$ cat src/rtl/snoop_bus_pkg.sv
// Shared types and constants for the snooping-bus controller and its arbiter.
package snoop_bus_pkg;

  localparam int ID_W = 2;

  typedef enum logic [1:0] {
    OP_NONE = 2'd0,
    OP_RDMS = 2'd1,
    OP_WRMS = 2'd2,
    OP_WRBK = 2'd3
  } bus_op_t;

  typedef enum logic [2:0] {
    ST_IDLE  = 3'd0,
    ST_BCAST = 3'd1,
    ST_SNOOP = 3'd2,
    ST_FLUSH = 3'd3,
    ST_MEM   = 3'd4,
    ST_RESP  = 3'd5
  } bus_state_t;

endpackage

$ cat src/rtl/rr_arbiter.sv
// Combinational round-robin arbiter: search begins one past the last winner.
module rr_arbiter
  import snoop_bus_pkg::*;
#(
  parameter int NUM_PROC = 4
) (
  input  logic [NUM_PROC-1:0] req,
  input  logic [ID_W-1:0]     last_grant,
  output logic [NUM_PROC-1:0] gnt_oh,
  output logic [ID_W-1:0]     gnt_idx,
  output logic                gnt_valid
);

  int              cand;
  logic [ID_W-1:0] cand_idx;

  always_comb begin
    gnt_oh    = '0;
    gnt_idx   = '0;
    gnt_valid = 1'b0;
    cand      = 0;
    cand_idx  = '0;
    for (int i = 1; i <= NUM_PROC; i++) begin
      cand     = (int'(last_grant) + i) % NUM_PROC;
      cand_idx = ID_W'(cand);
      if (!gnt_valid && req[cand_idx]) begin
        gnt_valid = 1'b1;
        gnt_idx   = cand_idx;
        gnt_oh    = NUM_PROC'(1) << cand_idx;
      end
    end
  end

endmodule

$ cat src/rtl/snoop_bus_ctrl.sv
// Snooping-bus controller: arbitrates cache misses/writebacks, broadcasts them,
// sources data from a dirty owner or memory and returns it to the requester.
//
// state | meaning
// IDLE  | arbitrate among requesting caches, latch the winner
// BCAST | drive bus broadcast for one cycle
// SNOOP | sample masked snoop responses, pick dirty owner if any
// FLUSH | stage owner writeback to memory
// MEM   | hold memReq until memAck
// RESP  | one-cycle response strobe, release grant
module snoop_bus_ctrl
  import snoop_bus_pkg::*;
#(
  parameter int ADDR_W   = 32,
  parameter int DATA_W   = 32,
  parameter int NUM_PROC = 4
) (
  input  logic                       clk,
  input  logic                       rst_n,
  input  logic [NUM_PROC-1:0]        reqRdMs,
  input  logic [NUM_PROC-1:0]        reqWrMs,
  input  logic [NUM_PROC-1:0]        reqWrBk,
  input  logic [NUM_PROC*ADDR_W-1:0] reqAddress,
  input  logic [NUM_PROC*DATA_W-1:0] reqValue,
  output logic [NUM_PROC-1:0]        grant,
  output logic                       busValid,
  output logic [1:0]                 busOp,
  output logic [ADDR_W-1:0]          busAddress,
  output logic [ID_W-1:0]            busProc_ID,
  input  logic [NUM_PROC-1:0]        snoopShared,
  input  logic [NUM_PROC-1:0]        snoopDirty,
  input  logic [NUM_PROC*DATA_W-1:0] snoopValue,
  output logic                       memReq,
  output logic                       memWe,
  output logic [ADDR_W-1:0]          memAddress,
  output logic [DATA_W-1:0]          memWData,
  input  logic                       memAck,
  input  logic [DATA_W-1:0]          memRData,
  output logic                       respValid,
  output logic [ID_W-1:0]            respProc_ID,
  output logic [DATA_W-1:0]          respValue,
  output logic                       respShared
);

  bus_state_t          state_q, state_d;
  logic [ID_W-1:0]     last_grant_q, last_grant_d;
  bus_op_t             op_q, op_d;
  logic [ID_W-1:0]     id_q, id_d;
  logic [ADDR_W-1:0]   addr_q, addr_d;
  logic [DATA_W-1:0]   wdata_q, wdata_d;
  logic [DATA_W-1:0]   data_q, data_d;
  logic                shared_q, shared_d;

  logic [NUM_PROC-1:0] grant_q, grant_d;
  logic                bus_valid_q, bus_valid_d;
  bus_op_t             bus_op_q, bus_op_d;
  logic [ADDR_W-1:0]   bus_addr_q, bus_addr_d;
  logic [ID_W-1:0]     bus_id_q, bus_id_d;
  logic                mem_req_q, mem_req_d;
  logic                mem_we_q, mem_we_d;
  logic [ADDR_W-1:0]   mem_addr_q, mem_addr_d;
  logic [DATA_W-1:0]   mem_wdata_q, mem_wdata_d;
  logic                resp_valid_q, resp_valid_d;
  logic [ID_W-1:0]     resp_id_q, resp_id_d;
  logic [DATA_W-1:0]   resp_value_q, resp_value_d;
  logic                resp_shared_q, resp_shared_d;

  logic [NUM_PROC-1:0] req_any;
  logic [NUM_PROC-1:0] win_oh;
  logic [ID_W-1:0]     win_idx;
  logic                win_valid;
  bus_op_t             win_op;
  logic [NUM_PROC-1:0] dirty_mask;
  logic [DATA_W-1:0]   dirty_val;

  assign req_any = reqRdMs | reqWrMs | reqWrBk;

  rr_arbiter #(.NUM_PROC(NUM_PROC)) u_arb (
    .req       (req_any),
    .last_grant(last_grant_q),
    .gnt_oh    (win_oh),
    .gnt_idx   (win_idx),
    .gnt_valid (win_valid)
  );

  always_comb begin
    win_op = OP_RDMS;
    if (reqWrBk[win_idx])      win_op = OP_WRBK;
    else if (reqWrMs[win_idx]) win_op = OP_WRMS;
  end

  // The requester never snoops its own transaction.
  assign dirty_mask = snoopDirty & ~grant_q;

  always_comb begin
    dirty_val = '0;
    for (int p = NUM_PROC - 1; p >= 0; p--) begin
      if (dirty_mask[p]) dirty_val = snoopValue[p*DATA_W +: DATA_W];
    end
  end

  always_comb begin
    state_d       = state_q;
    last_grant_d  = last_grant_q;
    op_d          = op_q;
    id_d          = id_q;
    addr_d        = addr_q;
    wdata_d       = wdata_q;
    data_d        = data_q;
    shared_d      = shared_q;
    grant_d       = grant_q;
    mem_req_d     = mem_req_q;
    mem_we_d      = mem_we_q;
    mem_addr_d    = mem_addr_q;
    mem_wdata_d   = mem_wdata_q;
    bus_valid_d   = 1'b0;
    bus_op_d      = OP_NONE;
    bus_addr_d    = '0;
    bus_id_d      = '0;
    resp_valid_d  = 1'b0;
    resp_id_d     = '0;
    resp_value_d  = '0;
    resp_shared_d = 1'b0;

    case (state_q)
      ST_IDLE: begin
        if (win_valid) begin
          state_d      = ST_BCAST;
          last_grant_d = win_idx;
          grant_d      = win_oh;
          op_d         = win_op;
          id_d         = win_idx;
          addr_d       = reqAddress[int'(win_idx)*ADDR_W +: ADDR_W];
          wdata_d      = reqValue[int'(win_idx)*DATA_W +: DATA_W];
          data_d       = '0;
          shared_d     = 1'b0;
          bus_valid_d  = 1'b1;
          bus_op_d     = win_op;
          bus_addr_d   = reqAddress[int'(win_idx)*ADDR_W +: ADDR_W];
          bus_id_d     = win_idx;
        end
      end
      ST_BCAST: begin
        if (op_q == OP_WRBK) begin
          state_d     = ST_MEM;
          mem_req_d   = 1'b1;
          mem_we_d    = 1'b1;
          mem_addr_d  = addr_q;
          mem_wdata_d = wdata_q;
        end else begin
          state_d = ST_SNOOP;
        end
      end
      ST_SNOOP: begin
        shared_d = |(snoopShared & ~grant_q);
        if (|dirty_mask) begin
          state_d = ST_FLUSH;
          data_d  = dirty_val;
        end else begin
          state_d    = ST_MEM;
          mem_req_d  = 1'b1;
          mem_we_d   = 1'b0;
          mem_addr_d = addr_q;
        end
      end
      ST_FLUSH: begin
        state_d     = ST_MEM;
        mem_req_d   = 1'b1;
        mem_we_d    = 1'b1;
        mem_addr_d  = addr_q;
        mem_wdata_d = data_q;
      end
      ST_MEM: begin
        if (mem_req_q && memAck) begin
          state_d       = ST_RESP;
          mem_req_d     = 1'b0;
          mem_we_d      = 1'b0;
          mem_addr_d    = '0;
          mem_wdata_d   = '0;
          if (!mem_we_q) data_d = memRData;
          resp_valid_d  = 1'b1;
          resp_id_d     = id_q;
          resp_value_d  = (op_q == OP_WRBK) ? '0 : (mem_we_q ? data_q : memRData);
          resp_shared_d = (op_q == OP_RDMS) ? shared_q : 1'b0;
        end
      end
      ST_RESP: begin
        state_d = ST_IDLE;
        grant_d = '0;
      end
      default: begin
        state_d = ST_IDLE;
      end
    endcase
  end

  always_ff @(posedge clk) begin
    if (!rst_n) begin
      state_q       <= ST_IDLE;
      last_grant_q  <= ID_W'(NUM_PROC - 1);
      op_q          <= OP_NONE;
      id_q          <= '0;
      addr_q        <= '0;
      wdata_q       <= '0;
      data_q        <= '0;
      shared_q      <= 1'b0;
      grant_q       <= '0;
      bus_valid_q   <= 1'b0;
      bus_op_q      <= OP_NONE;
      bus_addr_q    <= '0;
      bus_id_q      <= '0;
      mem_req_q     <= 1'b0;
      mem_we_q      <= 1'b0;
      mem_addr_q    <= '0;
      mem_wdata_q   <= '0;
      resp_valid_q  <= 1'b0;
      resp_id_q     <= '0;
      resp_value_q  <= '0;
      resp_shared_q <= 1'b0;
    end else begin
      state_q       <= state_d;
      last_grant_q  <= last_grant_d;
      op_q          <= op_d;
      id_q          <= id_d;
      addr_q        <= addr_d;
      wdata_q       <= wdata_d;
      data_q        <= data_d;
      shared_q      <= shared_d;
      grant_q       <= grant_d;
      bus_valid_q   <= bus_valid_d;
      bus_op_q      <= bus_op_d;
      bus_addr_q    <= bus_addr_d;
      bus_id_q      <= bus_id_d;
      mem_req_q     <= mem_req_d;
      mem_we_q      <= mem_we_d;
      mem_addr_q    <= mem_addr_d;
      mem_wdata_q   <= mem_wdata_d;
      resp_valid_q  <= resp_valid_d;
      resp_id_q     <= resp_id_d;
      resp_value_q  <= resp_value_d;
      resp_shared_q <= resp_shared_d;
    end
  end

  assign grant       = grant_q;
  assign busValid    = bus_valid_q;
  assign busOp       = bus_op_q;
  assign busAddress  = bus_addr_q;
  assign busProc_ID  = bus_id_q;
  assign memReq      = mem_req_q;
  assign memWe       = mem_we_q;
  assign memAddress  = mem_addr_q;
  assign memWData    = mem_wdata_q;
  assign respValid   = resp_valid_q;
  assign respProc_ID = resp_id_q;
  assign respValue   = resp_value_q;
  assign respShared  = resp_shared_q;

endmodule

$ cat config.mk
export PLATFORM = sky130hd
export DESIGN_NAME = snoop_bus_ctrl
export DESIGN_NICKNAME = d
export VERILOG_FILES = /design/src/rtl/snoop_bus_pkg.sv /design/src/rtl/rr_arbiter.sv /design/src/rtl/snoop_bus_ctrl.sv
export SDC_FILE = /design/constraint.sdc
export NUM_CORES = 1
export LEC_CHECK = 0
export BUFFER_PORTS_ARGS = -buffer_cell sky130_fd_sc_hd__buf_4
export CAP_MARGIN = 10
export CORE_AREA = 5 5 221 223
export DETAILED_ROUTE_END_ITERATION = 16
export DIE_AREA = 0 0 226 228
export PLACE_DENSITY_LB_ADDON = 0.08
export RECOVER_POWER = 50
export REMOVE_ABC_BUFFERS = 1
export SKIP_LAST_GASP = 1
export SLEW_MARGIN = 20
export SYNTH_ARGS = -nofsm -noshare
export SYNTH_HDL_FRONTEND = slang
export SYNTH_SLANG_ARGS = --single-unit
$ cat constraint.sdc
create_clock -name clk -period 3.3 [get_ports clk]
set_clock_uncertainty 0.05 [all_clocks]
set_input_delay 0 -clock clk [delete_from_list [all_inputs] [get_ports clk]]
set_output_delay 0 -clock clk [all_outputs]
set_load 0.02 [all_outputs]
Yosys cells after proc, flatten, opt, wreduce, memory -nomap -nowiden
Cells that the tools add are included.

Add/sub/neg operators: 4. Shift operators: 6. Bitwise logic cells: 8. Reduce and logical (&&, ||, !) cells: 28. Order comparisons: 5. Multiplexer cells: 58. Equality and inequality tests: 12.

Operator list (number): two-way mux 32 bit (12); variable part select 128 x 8 -> 32 bit (2); one-hot mux 32 bit (3 select lines) (2); one-hot mux 32 bit (4 select lines) (1); two-way mux 4 bit (5); two-way mux 1 bit (17); left shift 1 x 2 -> 4 bit, first input constant (4); less-than comparator 2 x 3 -> 1 bit, second input constant (5); one-hot mux 3 bit (5 select lines) (1); binary-select mux 1 bit (select 2 bit) (6); two-way mux 2 bit (6); two-way mux 3 bit (4); AND reduction 2 bit (6); AND reduction 4 bit (3); OR reduction 4 bit (3); AND reduction 3 bit (3); bitwise AND 4 bit (2); != test 2 bit, second input constant (4); OR 4 bit (2); one-hot mux 1 bit (4 select lines) (2); one-hot mux 4 bit (2 select lines) (1); equality test 3 x 2 -> 1 bit, second input constant (2); equality test 3 bit, second input constant (2); nonzero test 3 bit (2); other kinds (14) (24).

Register bits after elaboration: 249. Word-level logic and storage cells: 142.

Depth between registers and ports, before layout
Gate-level depths: netlist (run 1).

Depth in word-level cells: 18. Depth in mapped cells: 12. Mapped depth without buffers: 9.

Cells and area by module
From an unflattened synthesis (run 1), not the netlist that was laid out.

Cells, all modules: 1361. Area total of the unflattened synthesis: 12828.6 µm².

Modules (own cells, without submodules): snoop_bus_ctrl (area each 12216.7 µm², sequential area each 4984.8 µm², times used 1, cells each 1284); rr_arbiter (area each 611.8 µm², sequential area each 0.0 µm², times used 1, cells each 77).

Worst setup path before layout (run 1)
OpenSTA, ideal clock, no wires.

Kind: reg2reg. Start: register last_grant_q[1]. End: register addr_q[5]. Data required time: 3.114 ns. Setup time: 0.136 ns. Cell stages (with the launch flop): 11. Slack: 0.226 ns. Path buffers: 2. Clock period less this slack: 3.074 ns. Arrival time: 2.888 ns. Path through: dfxtp_1 > inv_1 > ha_1 > buf_2 > mux4_2 > o211a_2 > o32ai_4 > nand2_2 > buf_2 > a211oi_1 > o32ai_1.

Cells in the longest elaborated chain, start to end: 14. Elaborated cells on any way between the ends: 28. Those cells by class: 4 x add/sub; 1 x shift; 16 x mux; 7 x reduce/logical.

RTL lines: start, declared (RTL line snoop_bus_ctrl.sv:46) `logic [ID_W-1:0] last_grant_q, last_grant_d;`; start signal, assigned (RTL line snoop_bus_ctrl.sv:200) `last_grant_q <= ID_W'(NUM_PROC - 1);`; start signal, assigned (RTL line snoop_bus_ctrl.sv:222) `last_grant_q <= last_grant_d;`; adder 2 x 1 -> 2 bit (RTL line rr_arbiter.sv:24) `cand = (int'(last_grant) + i) % NUM_PROC;`; binary-select mux 1 bit (select 2 bit) (RTL line rr_arbiter.sv:26) `if (!gnt_valid && req[cand_idx]) begin`; two-way mux 1 bit (implied by the code) (RTL line rr_arbiter.sv:26); two-way mux 1 bit (RTL line rr_arbiter.sv:26); zero test 1 bit (RTL line rr_arbiter.sv:26); logical AND 1 bit (RTL line rr_arbiter.sv:26); two-way mux 1 bit (RTL line rr_arbiter.sv:26); zero test 1 bit (RTL line rr_arbiter.sv:26); logical AND 1 bit (RTL line rr_arbiter.sv:26); two-way mux 1 bit (RTL line rr_arbiter.sv:26); zero test 1 bit (RTL line rr_arbiter.sv:26); logical AND 1 bit (RTL line rr_arbiter.sv:26); two-way mux 2 bit or two-way mux 1 bit (tied branches) (RTL line rr_arbiter.sv:26); variable part select 128 x 8 -> 32 bit or AND reduction 2 bit (tied branches); end signal, assigned (RTL line snoop_bus_ctrl.sv:225) `addr_q <= addr_d;`; end, declared (RTL line snoop_bus_ctrl.sv:49) `logic [ADDR_W-1:0] addr_q, addr_d;`.

Several ways; a longest one is shown, not always the timed one. The select of a mux whose other input is x is not followed. A chain may end at the register's enable or synchronous reset.

Worst setup path after layout (run 1)
Start: register last_grant_q[0]. End: register wdata_q[2].

Cells in the longest elaborated chain, start to end: 14. Elaborated cells on any way between the ends: 28. Those cells by class: 4 x add/sub; 1 x shift; 16 x mux; 7 x reduce/logical.

RTL lines: adder 2 x 1 -> 2 bit (RTL line rr_arbiter.sv:24); binary-select mux 1 bit (select 2 bit) (RTL line rr_arbiter.sv:26); two-way mux 1 bit (implied by the code) (RTL line rr_arbiter.sv:26); two-way mux 1 bit (RTL line rr_arbiter.sv:26); zero test 1 bit (RTL line rr_arbiter.sv:26); logical AND 1 bit (RTL line rr_arbiter.sv:26); two-way mux 1 bit (RTL line rr_arbiter.sv:26); zero test 1 bit (RTL line rr_arbiter.sv:26); logical AND 1 bit (RTL line rr_arbiter.sv:26); two-way mux 1 bit (RTL line rr_arbiter.sv:26); zero test 1 bit (RTL line rr_arbiter.sv:26); logical AND 1 bit (RTL line rr_arbiter.sv:26); two-way mux 2 bit or two-way mux 1 bit (tied branches) (RTL line rr_arbiter.sv:26); variable part select 128 x 8 -> 32 bit or AND reduction 2 bit (tied branches); end signal, assigned (RTL line snoop_bus_ctrl.sv:226) `wdata_q <= wdata_d;`; end, declared (RTL line snoop_bus_ctrl.sv:50) `logic [DATA_W-1:0] wdata_q, wdata_d;`.

Several ways; a longest one is shown, not always the timed one. The select of a mux whose other input is x is not followed.

==> results by stage, run 1 <==
Power:
- In this run the power density over the cells is 781 nW/um2.
- Summed over all cells, the static leakage comes to 8.67 nW.
- The worst-case IR drop observed on VDD is roughly 0.84 mV.

Timing:
- In the post-route analysis, the smallest setup slack over all paths is 0.147 ns.
- The fmax is about 0.32 GHz.
- Setup repair after global routing left no endpoint under its margin.
- The final critical path time including I/O delays and setup is 3.15 ns.
- The share of the clock period used by the worst path is 95.5%.
- The number of endpoints failing setup at the final stage is 0.
- The worst max-slew margin expressed relative to the limit is 11.5%.
- The final-report hold violation count came to 0.
- For the pin with the worst max-slew slack, the measured transition is 1.33 ns.
- The final-report max-slew violation count came to 0.

Global route:
- Global routing used 23.8% of the available tracks.
- The pin count of the biggest net entering global routing is 65.
- The global route total overflow is 0.
- The initial antenna violation count is 6.
- The number of global-route vias before repair came to 15700.
- The first global-routing pass estimated 96700 um of wire.

Critical path:
- The critical path goes through inv_1 -> ha_1 -> o31a_1 -> a211oi_2 -> nor2_1 -> o21ai_4 -> nand2_4 -> buf_12 -> a211oi_1 -> o32ai_1.
- By startpoint and endpoint, the worst setup path is classified as reg -> reg.
- The critical path contains buffers and inverters numbering 2 combined.
- The critical path's slowest cell is sky130_fd_sc_hd__a211oi_1.
- The data arrival time at the worst-slack endpoint is ~3.5 ns.
- Among cell families on the critical path, the largest total delay comes from compound AO/OA/AOI/OAI gates.
- Of all nets on the critical path, the largest fanout is 21.
- For the worst setup path, the data required time is around 3.7 ns.
- The nature of the critical path endpoint is a flop.
- The critical path's largest stage delay is 0.43 ns.
- The worst setup path is launched from a flop.

Clock tree:
- For the worst-skew pair, the clock arrives at the later sink with an insertion delay of 0.57 ns.
- CTS placed an instance of sky130_fd_sc_hd__clkbuf_16 at the clock tree root.
- The clock passes through at most 3 buffers.
- TritonCTS built the clock tree.
- In this run the number of H-tree levels came out at 1.
- The number of buffers inserted during clock tree synthesis is 31.
- After clock tree synthesis, the clock-pin slew on the worst setup and hold paths is 0.06 ns.
- The clock drives 249 sinks.

Yosys:
- Yosys mapped a number of flops with a built-in enable equal to 0.
- After synthesis, the mean cell area works out to 8.56 um2.
- The main flop type after synthesis is sky130_fd_sc_hd__dfxtp_1.
- The combined area of all synthesized cells is 12300 um2.
- After technology mapping, the gate count stands at 1434.
- sky130_fd_sc_hd__dfxtp_1 is the most common cell in the netlist.
- The synthesized design contains about 250 register bits.
- The commonest cells after synthesis are sky130_fd_sc_hd__dfxtp_1, sky130_fd_sc_hd__nand2_1, sky130_fd_sc_hd__a211oi_1, sky130_fd_sc_hd__and3_1, sky130_fd_sc_hd__clkbuf_1.
- The netlist uses 55 different library cells.
- The count of synthesis-stage warnings from yosys is 0.
- The sequential-to-total area share from yosys stat is 40.6%.
- After synthesis, the cell types taking the most area are sky130_fd_sc_hd__dfxtp_1, sky130_fd_sc_hd__a211oi_1, sky130_fd_sc_hd__and3_1, sky130_fd_sc_hd__nand2_1, sky130_fd_sc_hd__a22oi_1.
- Of all flip-flops after synthesis, the portion carrying an async set or reset was 0%.
- sky130_fd_sc_hd__dfxtp_1 takes more of the synthesized area than any other cell.
- Summed over its instances, the top area cell type makes up 40.6% of the synthesized netlist area.

Route:
- For this run, design rule violations remaining after detail routing come to 0.
- After the first detailed-routing iteration, the DRC count stood at 885.
- The pre-antenna-repair detailed-routing pass consisted of 5 iterations.
- Detailed routing inserted a total of 15000 vias.
- Wires add up to about 65000 um.
- The detail route stage leaves a number of antenna-violating nets equal to 0.
- The routed length per placed instance is approximately 22 um.
- Dividing the detail-routed via count by the number of cells gives slightly above 5.

Cells and area:
- The design area is 21600 um2.
- The area growth from synthesis to final layout is 75.7%.
- The share of layout cells above drive strength 1 is 25.7%.
- The final net count is 2753.

Floorplanning:
- The floorplan has just under 80 rows.
- The die span in x is 226 um.
- The starting utilization of the core area is 26.5%.
- The floorplan step defined a die boundary enclosing 51500 um2.
- The die height is 228 um.
- The top-level port count is 582.
- The standard cell core area is about 46000 um2.

Placement:
- Buffers placed on the I/O ports in this run total 581.
- The post-DP HPWL is 46100 um.
- The placed instances occupy a cell area of 17500 um2.
- The final weighted congestion of routability-driven global placement is 0.853.
- The pre-CTS setup slack is 0.0934 ns.

Worst hold path:
- The min-delay analysis places its worst path in the category in -> reg.

Status:
- The run finished with clean final reports.

Run:
- Max-cap violations in this run came to 0.
[path summary, 6_finish.rpt]
path / cells past startpoint / slack, ns / end / from
worst max-delay path: 10 / 0.15 / wdata_q[2] / last_grant_q[0]
worst min-delay path: 5 / 0.05 / data_q[8] / snoopValue[40]
worst max register to register: 10 / 0.15 / wdata_q[2] / last_grant_q[0]
worst min register to register: 1 / 0.39 / id_q[0] / id_q[0]
[routing by layer]
layer | up-vias | wire, um | GRT usage (%)
li1 | 7216 | - | -
met4 | 0 | 1840 | 6.71
met1 | 7138 | 27300 | 29.2
met5 | - | 0 | 0
met3 | 111 | 5010 | 6.28
met2 | 576 | 31100 | 41.0
[state kept, by name, summed over array words and instances (netlist names), 3 cells and up]
register    cells
state_q         3
respValue      32
busAddress     32
wdata_q        32
memAddress     32
memWData       32
data_q         32
grant           4
addr_q         32
[worst register-to-register path, cell delays in order, from the launching register on]
cell	delay (ns)
sky130_fd_sc_hd__dfxtp_1	0.32
sky130_fd_sc_hd__inv_1	0.06
sky130_fd_sc_hd__ha_1	0.41
sky130_fd_sc_hd__o31a_1	0.17
sky130_fd_sc_hd__a211oi_2	0.42
sky130_fd_sc_hd__nor2_1	0.17
sky130_fd_sc_hd__o21ai_4	0.27
sky130_fd_sc_hd__nand2_4	0.25
sky130_fd_sc_hd__buf_12	0.29
sky130_fd_sc_hd__a211oi_1	0.46
sky130_fd_sc_hd__o32ai_1	0.15
[cell usage in the layout (no fill, tap or decap), types with 3 or more instances in the layout]
master / synthesis / routed
sky130_fd_sc_hd__inv_1: 13 / 12
sky130_fd_sc_hd__a221oi_1: 3 / 3
sky130_fd_sc_hd__buf_6: 2 / 4
sky130_fd_sc_hd__a211oi_1: 146 / 144
sky130_fd_sc_hd__clkinv_2: 0 / 3
sky130_fd_sc_hd__nor2b_1: 8 / 3
sky130_fd_sc_hd__o31ai_1: 32 / 32
sky130_fd_sc_hd__nor2_1: 82 / 78
sky130_fd_sc_hd__dlygate4sd3_1: 0 / 353
sky130_fd_sc_hd__diode_2: 0 / 6
sky130_fd_sc_hd__clkbuf_8: 0 / 4
sky130_fd_sc_hd__bufinv_16: 0 / 4
sky130_fd_sc_hd__clkbuf_1: 127 / 152
sky130_fd_sc_hd__nand2_1: 147 / 145
sky130_fd_sc_hd__dfxtp_1: 249 / 249
sky130_fd_sc_hd__mux4_2: 5 / 5
sky130_fd_sc_hd__o32ai_1: 33 / 33
sky130_fd_sc_hd__buf_12: 0 / 12
sky130_fd_sc_hd__a221o_1: 32 / 32
sky130_fd_sc_hd__nand2_4: 0 / 3
sky130_fd_sc_hd__a22oi_1: 70 / 70
sky130_fd_sc_hd__ha_1: 7 / 7
sky130_fd_sc_hd__nor3_1: 40 / 38
sky130_fd_sc_hd__mux2i_1: 33 / 33
sky130_fd_sc_hd__o21ai_0: 73 / 73
sky130_fd_sc_hd__o2bb2ai_1: 33 / 33
sky130_fd_sc_hd__nor2b_4: 0 / 4
sky130_fd_sc_hd__nor4_1: 3 / 3
sky130_fd_sc_hd__clkbuf_16: 0 / 31
sky130_fd_sc_hd__a21oi_1: 41 / 41
sky130_fd_sc_hd__nor2_4: 0 / 5
sky130_fd_sc_hd__a211oi_2: 20 / 22
sky130_fd_sc_hd__nand3_1: 36 / 35
sky130_fd_sc_hd__or3_1: 5 / 5
sky130_fd_sc_hd__a31oi_1: 3 / 3
sky130_fd_sc_hd__and3_1: 129 / 129
sky130_fd_sc_hd__buf_4: 2 / 481
[cells by family (layout without fill, tap and decap cells)]
| kind of cell | Yosys count | count (layout) | synth area share, % |
|---|---|---|---|
| compound gates | 513 | 513 | 31.6 |
| xor+xnor | 1 | 1 | 0.0713 |
| fa+ha+maj | 7 | 7 | 0.713 |
| buf+inv | 168 | 1060 | 5.54 |
| flops | 249 | 249 | 40.6 |
| mux | 38 | 38 | 3.61 |
| other cells | 0 | 6 | 0 |
| simple gates | 458 | 458 | 17.9 |
[stage by stage]
stage	TNS, ns	util [%]	hold WS (ns)	power [mW]	cells
after CTS	0	47.6	0.00784	17.1	2931
after global routing	0	46.5	0.0763	17.9	2939
after global placement	0	37.8	0.193	13.1	2526
after floorplan	-403.94	-	0.0119	9.28	1279
after detailed placement	0	37.8	0.198	13.1	2526
final	0	46.5	0.0478	16.8	2939
[power breakdown]
part / switching, mW / internal [mW] / leakage (nW)
clock network: 1.36 / 2.11 / 0.490
registers: 0.364 / 3.62 / 2.03
logic: 5.66 / 3.73 / 6.14
[what timing repair did]
| action | in CTS | in global routing |
|---|---|---|
| gates resized for setup | 0 | 8 |
| buffers inserted | 0 | 2 |
| setup endpoints to repair | 0 | 43 |
| hold buffers | 353 | 0 |
| endpoints found under the hold margin | 182 | 0 |
[area by class of cell]
type | instances | area, um2
multi-input combinational | 1017 | 6780
clock buffer | 44 | 865
tap | 607 | 759
antenna | 6 | 15.0
inverter | 13 | 50.0
fill | 4526 | 24800
clock inverter | 8 | 146
timing repair buffer | 995 | 7980
sequential | 249 | 4980
Power figures use the tool's default switching activity.
==> run 2: changes to the inputs <==
Settings changed: CTS_BUF_LIST set to sky130_fd_sc_hd__clkbuf_2.
==> run 2 against run 1 <==
The run now fails in clock tree synthesis. Area after synthesis stayed put. Synthesized cell count stayed put.
==> results by stage, run 2 <==
Placement:
- The number of I/O port buffers is 581 (unchanged).
- The final weighted congestion of routability-driven global placement is 0.853 (unchanged).
- The number of placed cells counting well taps is 2526 (unchanged).
- The cell area after placement was 17500 um2 (unchanged).
- The post-DP HPWL is 46100 um (unchanged).

Status:
- The run stopped with a tool error.
- The last stage the flow got to is clock tree synthesis.
- The first error in the log reads "[ERROR RSZ-0060] Max buffer count reached".

Yosys:
- The synthesized instance count is 1434 (unchanged).
- Counting instances in the post-synthesis netlist gives the leading cell types as sky130_fd_sc_hd__dfxtp_1, sky130_fd_sc_hd__nand2_1, sky130_fd_sc_hd__a211oi_1, sky130_fd_sc_hd__and3_1, sky130_fd_sc_hd__clkbuf_1.
- The unique cell type count in the Yosys netlist was 55 (unchanged).
- The mean post-synth cell area is 8.56 um2 (unchanged).
- The count of flip-flops with a built-in enable after synthesis is 0 (unchanged).
- The top-area cell type share of the netlist area is 40.6% (unchanged).
- The sequential-to-total area share from yosys stat is 40.6% (unchanged).
- In the post-synthesis netlist, the biggest area contributors are sky130_fd_sc_hd__dfxtp_1, sky130_fd_sc_hd__a211oi_1, sky130_fd_sc_hd__and3_1, sky130_fd_sc_hd__nand2_1, sky130_fd_sc_hd__a22oi_1.
- The async set-reset flop share out of synthesis was 0% (unchanged).
- The combined area of all synthesized cells is 12300 um2 (unchanged).
- The leading cell type by number of instances after synthesis is sky130_fd_sc_hd__dfxtp_1.
- The most used flip-flop cell after synthesis is sky130_fd_sc_hd__dfxtp_1.
- The top cell type by total area after synthesis is sky130_fd_sc_hd__dfxtp_1.
- The synthesized flop and latch total is 249 (unchanged).
- The count of synthesis-stage warnings from yosys is 0 (unchanged).

Clock tree:
- Clock tree synthesis selected as its root buffer the cell sky130_fd_sc_hd__clkbuf_2.
- The number of cells upsized or downsized after cts is 0 (unchanged).
- The buffer depth of the longest clock path is 3 (unchanged).
- The post-CTS setup buffer count is 0 (unchanged).
- The post-cts hold buffer count is 530 (+50%).
- The total clock sinks is 249 (unchanged).
- The number of buffers inserted during clock tree synthesis is 73 (+140%).
- The number of H-tree branching levels is 3 (+2).

Floorplanning:
- The die span in x is 226 um (unchanged).
- The top-level port count came to 582 (unchanged).
- The starting utilization of the core area is 26.5% (unchanged).
- The die height is 228 um (unchanged).
- The cell row count is 79 (unchanged).
==> run 2: cell counts after synthesis <==
Identical to the previous run, type by type.
==> run 2: through the flow <==
step,setup WS [ns],hold slack (ns)
after global placement,0.0902,0.193
after floorplan,-3.24,0.0119
after detailed placement,0.0934,0.198
==> run 2: cells by family after synthesis <==
group | synth area share, %
flip-flops | 40.6
AND/OR/NAND/NOR | 17.9
adder cells (fa/ha/maj) | 0.713
multiplexers | 3.61
buffers and inverters | 5.54
AO/OA/AOI/OAI | 31.6
XOR/XNOR | 0.0713
==> run 3: changes to the inputs <==
Settings changed: CORE_AREA 5 5 221 223 to 5 5 222 224, CTS_BUF_LIST sky130_fd_sc_hd__clkbuf_2 to unset, DIE_AREA 0 0 226 228 to 0 0 227 229, PLACE_DENSITY_LB_ADDON 0.08 to 0.15.
==> run 3 against run 2 <==
The flow now finishes, with violations (max-capacitance violations, max-slew violations).
==> results by stage, run 3 (same netlist as run 1, synthesis figures left out) <==
Cells and area:
- The final layout contains 2754 nets.
- Leaving out fill and tap cells, the most frequent cells in the layout are sky130_fd_sc_hd__buf_4, sky130_fd_sc_hd__dlygate4sd3_1, sky130_fd_sc_hd__dfxtp_1.
- The fill cell instance count of the final layout is 4621.
- The area growth from synthesis to layout is 75.6%.
- The design area is 21600 um2.
- The share of layout cells above drive strength 1 is 25.8%.
- The most common cell after layout, fill and taps aside is sky130_fd_sc_hd__buf_4.

Floorplanning:
- The die covers 52000 um2.
- The top-level port count is 582 (unchanged).
- The cell row count is 80 (+1.3%).
- The standard cell core area is 47100 um2.
- The die span in x is 227 um (+0.44%).
- The starting utilization of the core area was 26.0% (-0.44 points).
- The die height is 229 um (+0.44%).

Timing:
- Setup repair after global routing left no endpoint under its margin.
- Static timing analysis puts the maximum clock frequency at 0.323 GHz.
- For the final routed database, the setup TNS stands at 0 ns.
- In the finished design, the share of the clock period the worst path needs comes to 93.7%.
- Setup violations remaining at the end of the flow were counted as 0.
- In this run the tightest slew margin relative to its limit is -0.879%.
- The post-layout worst setup margin is 0.207 ns.
- The final-report max-slew violation count was 34.
- The final-report hold violation count came to 0.
- The actual slew at the worst max-slew pin is ~1.5 ns.
- The smallest clock period supported by the final layout is computed as 3.09 ns.

Clock tree:
- After clock tree synthesis, the clock-pin slew on the worst setup and hold paths is 0.06 ns.
- TritonCTS built the clock tree.
- The buffer cell driving the clock tree root is sky130_fd_sc_hd__clkbuf_16.
- The number of buffers inserted during clock tree synthesis is 30 (-59%).
- For the worst-skew pair, the clock arrives at the later sink with an insertion delay of 0.57 ns.
- The total clock sinks was 249 (unchanged).
- The buffer depth of the longest clock path was 3 (unchanged).
- The number of H-tree branching levels is 1 (-2).

Critical path:
- The critical path startpoint category is a flop.
- The worst register-to-register path has a setup slack of between 0.2 and 0.25 ns.
- Data arrives at the worst endpoint at roughly 3.5 ns.
- The nature of the critical path endpoint is a flop.
- The reg-to-reg critical path endpoint is wdata_q[19].
- The critical path is of the reg -> reg type.
- In this run the critical register-to-register path is launched from last_grant_q[0].
- At the worst endpoint, the required time is 3.69 ns.
- The maximum net fanout on the critical path is 23.
- The number of cell instances on the worst register-to-register path is 10.

Route:
- The number of nets with antenna violations after detailed routing is 0.
- The final layout contains routed wiring with a total length of 65300 um.
- The detailed router finished its first iteration with 947 violations.
- In the routed design, unresolved DRC markers number 0.
- After detailed routing, the number of vias per cell comes to 5.13.
- Across all layers, the routed design uses 15100 vias.
- In the final routed layout, each cell accounts on average for 22.1 um.
- The pre-antenna-repair detailed-routing pass consisted of 7 iterations.

Power:
- The power dissipated by switching net loads is approximately 7 mW.
- The sequential share of power is 24.1%.
- The worst-case IR drop observed on VDD is 0.457 mV.
- Per report_power, the combinational group accounts for roughly 56% of the total.
- The internal cell power is a little over 9 mW.
- For this design the ratio of total power to cell area is approximately 770 nW/um2.
- The clock network accounts for around 20% of the total power.
- Net switching is between 40% and 50% of the power.
- Summed over all cells, the static leakage comes to approximately 8.6 nW.

Global route:
- The pin count of the biggest net entering global routing is 66.
- The initial antenna violation count was 8.
- After global routing the overflow that remains totals 0.
- The global-route wire length before repair is 97100 um.
- The global-route usage over all layers is 23.7%.
- The number of global-route vias before repair is roughly 16000.

Placement:
- The cell area after placement was 17500 um2 (about the same).
- The post-DP HPWL is 46400 um (+0.68%).
- The number of I/O port buffers is 581 (unchanged).
- The pre-CTS setup slack was 0.0439 ns (-0.0495 ns).
- The final weighted congestion of routability-driven global placement came to 0.855 (+0.23%).

Run:
- The total of max-cap violations is 1.

Worst hold path:
- The startpoint identified for the worst hold timing path is snoopValue[40].
- The number of cells traversed by the worst hold path is 5.
- The path type of the worst min-delay path is in -> reg.
- For hold timing, the worst endpoint is data_q[8].

Status:
- The final reports fail on max-capacitance violations, max-slew violations.
- The run finished, with violations left.
-- run 3: area by class of cell --
cell class	count	area, um2	area share (%)
clock buffers	49	933	4.33
multi-input cells	1017	6780	31.5
well taps	615	769	3.57
flip-flops and latches	249	4980	23.1
inverters	13	50.0	0.232
diodes	7	17.5	0.0812
repair buffers	997	7970	37.0
clock inverters	5	56.3	0.261
-- run 3: how the worst max path moves through the flow --
stage | cells past startpoint | start | endpoint | slack [ns]
4_1_cts | 10 | last_grant_q[0] | addr_q[31] | 0.03
3_3_place_gp | 10 | last_grant_q[0] | addr_q[31] | 0.04
5_1_grt | 10 | last_grant_q[0] | wdata_q[19] | 0.02
3_5_place_dp | 10 | last_grant_q[0] | addr_q[31] | 0.04
6_report | 10 | last_grant_q[0] | wdata_q[19] | 0.21
2_1_floorplan | 9 | last_grant_q[0] | addr_q[5] | -3.24
-- run 3: per-stage QoR --
stage               utilization (%)  total power, mW  cells  hold WS (ns)
floorplan                         -             9.28   1279        0.0119
finish                         45.7             16.5   2952        0.0321
detailed placement             37.2             12.9   2533         0.197
CTS                            46.8             16.8   2943        0.0104
global route                   45.7             17.6   2952        0.0863
global placement               37.2             12.8   2533         0.193
-- run 3: per-layer routing --
| layer | track usage [%] | vias up | share of wire (%) |
|---|---|---|---|
| met4 | 7.74 | 2 | 3.2 |
| met3 | 5.81 | 116 | 7.2 |
| li1 | - | 7228 | - |
| met5 | 0 | - | 0.020 |
| met1 | 28.2 | 7210 | 41 |
| met2 | 41.8 | 584 | 49 |
-- run 3: timing repair --
item,4_1_cts,5_1_grt
hold buffers,356,0
resized for setup,0,4
setup buffers,0,2
hold endpoints to repair,179,0
setup endpoints to repair,0,82
-- run 3: worst max-delay path, cell delays in order (launching register included) --
cell and delay [ns]:
sky130_fd_sc_hd__dfxtp_1 0.34, sky130_fd_sc_hd__inv_1 0.06, sky130_fd_sc_hd__ha_2 0.42, sky130_fd_sc_hd__mux4_2 0.61, sky130_fd_sc_hd__nand2_1 0.14, sky130_fd_sc_hd__a211o_2 0.27
sky130_fd_sc_hd__nand2_4 0.23, sky130_fd_sc_hd__buf_4 0.27, sky130_fd_sc_hd__buf_4 0.20, sky130_fd_sc_hd__a211oi_1 0.24, sky130_fd_sc_hd__o32ai_1 0.10
-- run 3: power groups by stage --
stage	clock network [mW]	registers, mW	logic [mW]
after floorplan	0	4.52	4.76
after global placement	0	4.06	8.73
after detailed placement	0	4.06	8.84
after CTS	3.44	4.01	9.35
after global routing	3.55	4.06	10.0
final	3.33	3.99	9.20
